File: src/rtl/wreg_pkg.sv
// Shared encodings for the register-bank write port: destination codes and the
// write scheduler state encoding.
package wreg_pkg;

    localparam logic [1:0] WR_RT = 2'b00;
    localparam logic [1:0] WR_SP = 2'b01;
    localparam logic [1:0] WR_RA = 2'b10;
    localparam logic [1:0] WR_RD = 2'b11;

    typedef enum logic [1:0] {
        IDLE  = 2'b00,
        SLOT1 = 2'b01,
        SLOT2 = 2'b10
    } wsched_state_e;

endpackage

File: src/rtl/wreg_write_sched.sv
// Serialises the one or two register writes of a write-back request (primary
// destination plus optional $sp update) onto the single register-bank write port.
module wreg_write_sched
    import wreg_pkg::*;
#(
    parameter int DATA_W = 32,
    parameter int SP_REG = 29,
    parameter int RA_REG = 31
) (
    input  logic              clk,
    input  logic              reset,
    input  logic              req_valid,
    output logic              req_ready,
    input  logic [1:0]        req_dst,
    input  logic [4:0]        req_rt,
    input  logic [4:0]        req_rd,
    input  logic [DATA_W-1:0] req_prim_data,
    input  logic              req_sp_upd,
    input  logic              req_sp_first,
    input  logic [DATA_W-1:0] req_sp_data,
    output logic              reg_wr,
    output logic [1:0]        wreg_sel,
    output logic [4:0]        wreg_addr,
    output logic [DATA_W-1:0] wreg_data,
    output logic              done,
    output logic              err
);

    function automatic logic [4:0] resolve_addr(input logic [1:0] dst,
                                                input logic [4:0] rt,
                                                input logic [4:0] rd);
        logic [4:0] a;
        case (dst)
            WR_RT:   a = rt;
            WR_SP:   a = 5'(SP_REG);
            WR_RA:   a = 5'(RA_REG);
            default: a = rd;
        endcase
        return a;
    endfunction

    wsched_state_e state_q, state_d;

    logic              reg_wr_q, reg_wr_d;
    logic [1:0]        wreg_sel_q, wreg_sel_d;
    logic [4:0]        wreg_addr_q, wreg_addr_d;
    logic [DATA_W-1:0] wreg_data_q, wreg_data_d;
    logic              done_q, done_d;
    logic              err_q, err_d;

    // Latched request payload; only the second slot ever reads it back.
    logic              two_q, two_d;
    logic              sp_first_q, sp_first_d;
    logic [1:0]        dst_q, dst_d;
    logic [4:0]        rt_q, rt_d;
    logic [4:0]        rd_q, rd_d;
    logic [DATA_W-1:0] prim_q, prim_d;
    logic [DATA_W-1:0] sp_data_q, sp_data_d;

    logic accept;
    logic conflict;
    logic last_slot;
    logic [4:0] addr_tmp;

    assign last_slot = (state_q == SLOT2) || (state_q == SLOT1 && !two_q);
    assign req_ready = (state_q == IDLE) || last_slot;
    assign accept    = req_valid && req_ready;
    // A primary $sp write plus an $sp update would hit $29 twice; keep the primary only.
    assign conflict  = (req_dst == WR_SP) && req_sp_upd;

    always_comb begin
        state_d     = IDLE;
        reg_wr_d    = 1'b0;
        wreg_sel_d  = wreg_sel_q;
        wreg_addr_d = wreg_addr_q;
        wreg_data_d = wreg_data_q;
        done_d      = 1'b0;
        err_d       = err_q;
        two_d       = two_q;
        sp_first_d  = sp_first_q;
        dst_d       = dst_q;
        rt_d        = rt_q;
        rd_d        = rd_q;
        prim_d      = prim_q;
        sp_data_d   = sp_data_q;
        addr_tmp    = 5'd0;

        if (accept) begin
            state_d    = SLOT1;
            two_d      = req_sp_upd && !conflict;
            sp_first_d = req_sp_first;
            dst_d      = req_dst;
            rt_d       = req_rt;
            rd_d       = req_rd;
            prim_d     = req_prim_data;
            sp_data_d  = req_sp_data;
            err_d      = err_q || conflict;
            done_d     = !(req_sp_upd && !conflict);
            if (req_sp_upd && !conflict && req_sp_first) begin
                wreg_sel_d  = WR_SP;
                addr_tmp    = 5'(SP_REG);
                wreg_data_d = req_sp_data;
            end else begin
                wreg_sel_d  = req_dst;
                addr_tmp    = resolve_addr(req_dst, req_rt, req_rd);
                wreg_data_d = req_prim_data;
            end
            wreg_addr_d = addr_tmp;
            reg_wr_d    = (addr_tmp != 5'd0);
        end else if (state_q == SLOT1 && two_q) begin
            state_d = SLOT2;
            done_d  = 1'b1;
            if (sp_first_q) begin
                wreg_sel_d  = dst_q;
                addr_tmp    = resolve_addr(dst_q, rt_q, rd_q);
                wreg_data_d = prim_q;
            end else begin
                wreg_sel_d  = WR_SP;
                addr_tmp    = 5'(SP_REG);
                wreg_data_d = sp_data_q;
            end
            wreg_addr_d = addr_tmp;
            reg_wr_d    = (addr_tmp != 5'd0);
        end
    end

    always_ff @(posedge clk or posedge reset) begin
        if (reset) begin
            state_q     <= IDLE;
            reg_wr_q    <= 1'b0;
            wreg_sel_q  <= 2'b00;
            wreg_addr_q <= 5'd0;
            wreg_data_q <= '0;
            done_q      <= 1'b0;
            err_q       <= 1'b0;
            two_q       <= 1'b0;
        end else begin
            state_q     <= state_d;
            reg_wr_q    <= reg_wr_d;
            wreg_sel_q  <= wreg_sel_d;
            wreg_addr_q <= wreg_addr_d;
            wreg_data_q <= wreg_data_d;
            done_q      <= done_d;
            err_q       <= err_d;
            two_q       <= two_d;
        end
    end

    always_ff @(posedge clk) begin
        sp_first_q <= sp_first_d;
        dst_q      <= dst_d;
        rt_q       <= rt_d;
        rd_q       <= rd_d;
        prim_q     <= prim_d;
        sp_data_q  <= sp_data_d;
    end

    assign reg_wr    = reg_wr_q;
    assign wreg_sel  = wreg_sel_q;
    assign wreg_addr = wreg_addr_q;
    assign wreg_data = wreg_data_q;
    assign done      = done_q;
    assign err       = err_q;

endmodule
File: config.mk
export PLATFORM = sky130hd
export DESIGN_NAME = wreg_write_sched
export DESIGN_NICKNAME = d
export VERILOG_FILES = /design/src/rtl/wreg_pkg.sv /design/src/rtl/wreg_write_sched.sv
export SDC_FILE = /design/constraint.sdc
export NUM_CORES = 1
export LEC_CHECK = 0
export CAP_MARGIN = 25
export CORE_MARGIN = 4
export CORE_UTILIZATION = 46
export DETAILED_ROUTE_END_ITERATION = 12
export PLACE_DENSITY = 0.88
export SKIP_LAST_GASP = 1
export SLEW_MARGIN = 10
export SYNTH_ARGS = -nofsm -noshare
export SYNTH_HDL_FRONTEND = slang
export SYNTH_SLANG_ARGS = --single-unit
File: constraint.sdc
create_clock -name clk -period 1.9 [get_ports clk]
set_input_delay 0.285 -clock clk [delete_from_list [all_inputs] [get_ports clk]]
set_output_delay 0.285 -clock clk [all_outputs]
set_load 0.01 [all_outputs]
==> out/metrics.cfg <==
[cts]
post-cts-setup-buffers=0
clockRootBuffer=clkbuf_16
clk_latency_ns=0.41
cts_max_path_buffers=2
cts_inserted_buffers=17
cts_tree=yes
h-tree-depth=4
cts_num_sinks=122
clk_pin_slew_ns=0.06
postCtsHoldBufs=0

[finish]
antenna_cells=0
synthToLayoutAreaGrowth_pct=39.26
nNetsFinal=615
layout.cells.non_filler=683
multiInputGateArea_mm2=0.001939
nFillCells=820
regArea_mm2=0.003438
final_cell_mix=clkdlybuf4s50_1 (122), edfxtp_1 (77), mux2i_1 (64), dfrtp_1 (45), o21ai_1 (40)
drive_above_1_share=0.1852
postLayoutCoreUtil=0.6649
layout_commonest_cell=clkdlybuf4s50_1

[sta]
fin_skew_ns=0.008522
layout_min_cycle_time_ns=1.910
finalHoldViolations=0
min_period_over_period=1.005
setup_viol=1
slew_headroom=0.7332
timing.fmax_ghz=0.5236
layout_setup_ws_ns=-0.009801
drv_slew=0
worst_pin_slew_ns=0.4001

[power]
irDropWorstVdd_uv=648.0
leakage_nw=3.256
powerDensity_mw_per_mm2=1120

[setup_path]
worst_ep_arrival_time_ns=2.18
start_kind=primary input
ff2ff_path_depth=6
regToRegEndpoint=reg_wr$_DFF_PP0_
worst_setup_path_end_kind=flip-flop
critPathKind=primary input to flip-flop
cp_max_fo=4
critPathLaunch=req_dst[0]
rrSetupSlack_ns=0.14
r2r_start=dst_q[1]$_DFFE_PN_
cp.required_ns=2.17

[route]
routedWlPerCell_um=19.55
postRouteAntennaNets=0
vias_per_cell=5.471
drc_errors=0
drt_iter0_drc=219
first_pass_iters=4
vias=3737
wirelength_um=13350

[placed_design]
dp_cells=651
place_congestion=0.8923
numPortBuffers=123
dp_hpwl_um=9135

[global_route]
antenna_found_initial=0
gr-usage-all-layers=0.1963
grt_overflow=0
grt_pass1_vias=4133
grt_max_degree=33
grt_pass1_wl_um=21410

[run_status]
violations=negative setup slack
status=complete, but fails checks

[die]
dieArea_mm2=0.01388
coreArea_mm2=0.01161
io-pin-count=124
rows=39
die_w_um=117.8
start_util=0.4775
die_h_um=117.8

[synth]
ys_types=41
ys_warn_count=0
syn_nets=472
syn_area_mm2=0.005545
ys_seq_area_frac=0.6200
avgSynthCellArea_um2=14.44
ys_seq_elements=122
postSynthCellCount=384

[flow_run]
cap_viol_max_count=0

[worst_hold_path]
min_path_type=primary input to asynchronous set/reset pin

## sequential cells by signal, indices dropped and copies added, names as in the netlist
register	count
state_q	2
sp_first_q	1
wreg_sel	2
prim_q	32
done	1
rd_q	5
err	1
wreg_addr	5
rt_q	5
reg_wr	1
two_q	1
dst_q	2
sp_data_q	32
wreg_data	32
## through the flow
stage	setup WS (ns)	TNS, ns	hold slack (ns)	area [µm²]	total power [W]
finish	-0.009801	-0.009801	0.1848	7722	0.008651
detailed placement	-0.3311	-10.71	0.4717	7076	0.005287
global placement	-0.2066	-7.002	0.4592	7076	0.005204
CTS	-0.01361	-0.01361	0.1831	7711	0.008698
floorplan	0.08648	0	0.3839	5548	0.004331
global route	-0.07626	-0.1146	0.2138	7722	0.008972
## routing by layer
metal | up-vias | GRT usage | wire [µm]
met2 | 137 | 0.3403 | 6974
li1 | 1723 | - | -
met4 | 0 | 0.09231 | 368
met5 | - | 0 | 0
met3 | 39 | 0.05718 | 645
met1 | 1838 | 0.2231 | 5365
## worst max-delay path by stage
| stage | to | slack, ns | cells after the start |
|---|---|---|---|
| 5_1_grt | reg_wr$_DFF_PP0_ | -0.08 | 7 |
| 6_report | reg_wr$_DFF_PP0_ | -0.01 | 7 |
| 2_1_floorplan | two_q$_DFFE_PP0N_ | 0.09 | 5 |
| 3_3_place_gp | wreg_data[19]$_DFFE_PP0P_ | -0.21 | 8 |
| 4_1_cts | reg_wr$_DFF_PP0_ | -0.01 | 5 |
| 3_5_place_dp | wreg_data[20]$_DFFE_PP0P_ | -0.33 | 8 |
## repair_timing
action,CTS,global route
hold endpoints to repair,0,0
resized for setup,2,5
setup endpoints to repair,2,1
pin swaps,0,1
cloned,0,0
## cell type report
type | count | area share
Inverter | 11 | 0.005995
Clock buffer | 17 | 0.05509
Multi-Input combinational cell | 230 | 0.2511
Tap cell | 143 | 0.02317
Clock inverter | 15 | 0.02576
Sequential cell | 122 | 0.4452
Timing Repair Buffer | 145 | 0.1936
## Yosys cell counts, drive strengths merged
cell / instances / area [µm²]
and2: 1 / 6.260
a32o: 1 / 10.01
or2b: 2 / 15.01
a211o: 2 / 18.77
a41oi: 1 / 8.760
nor4: 2 / 18.77
dfrtp: 45 / 1126
nand3: 1 / 5.000
a211oi: 9 / 67.56
o21ai: 45 / 236.5
nor2b: 8 / 57.56
nand2: 35 / 138.9
clkbuf: 6 / 22.52
a21o: 2 / 15.01
a22oi: 2 / 15.01
a31o: 1 / 8.760
a222oi: 2 / 20.02
a221o: 2 / 20.02
ha: 7 / 87.58
nand3b: 2 / 15.01
nor2: 2 / 7.510
buf: 15 / 126.4
mux2i: 64 / 640.6
inv: 11 / 43.80
edfxtp: 77 / 2312
a31oi: 1 / 6.260
mux2: 33 / 469.2
a21oi: 4 / 20.02
o22ai: 1 / 6.260
## where the power goes
group          switching [W]  internal (W)
sequential          0.000194       0.00324
combinational       0.000814       0.00100
clock                0.00120       0.00219
total                0.00221       0.00644
## worst max-delay path, stage by stage
cell	delay (ns)
clkdlybuf4s50_1	0.53
inv_1	0.09
ha_1	0.37
a211oi_1	0.24
o21ai_1	0.19
nor4_2	0.34
o22ai_1	0.14
## cell families after synthesis
group	Yosys count	share of synthesized area
AOI/OAI and AO/OA	73	0.08168
muxes	97	0.2001
adders and majority gates	7	0.01579
buffers and inverters	32	0.03475
DFF	122	0.6200
and+or+nand+nor	53	0.04761
Power figures use the tool's default switching activity.
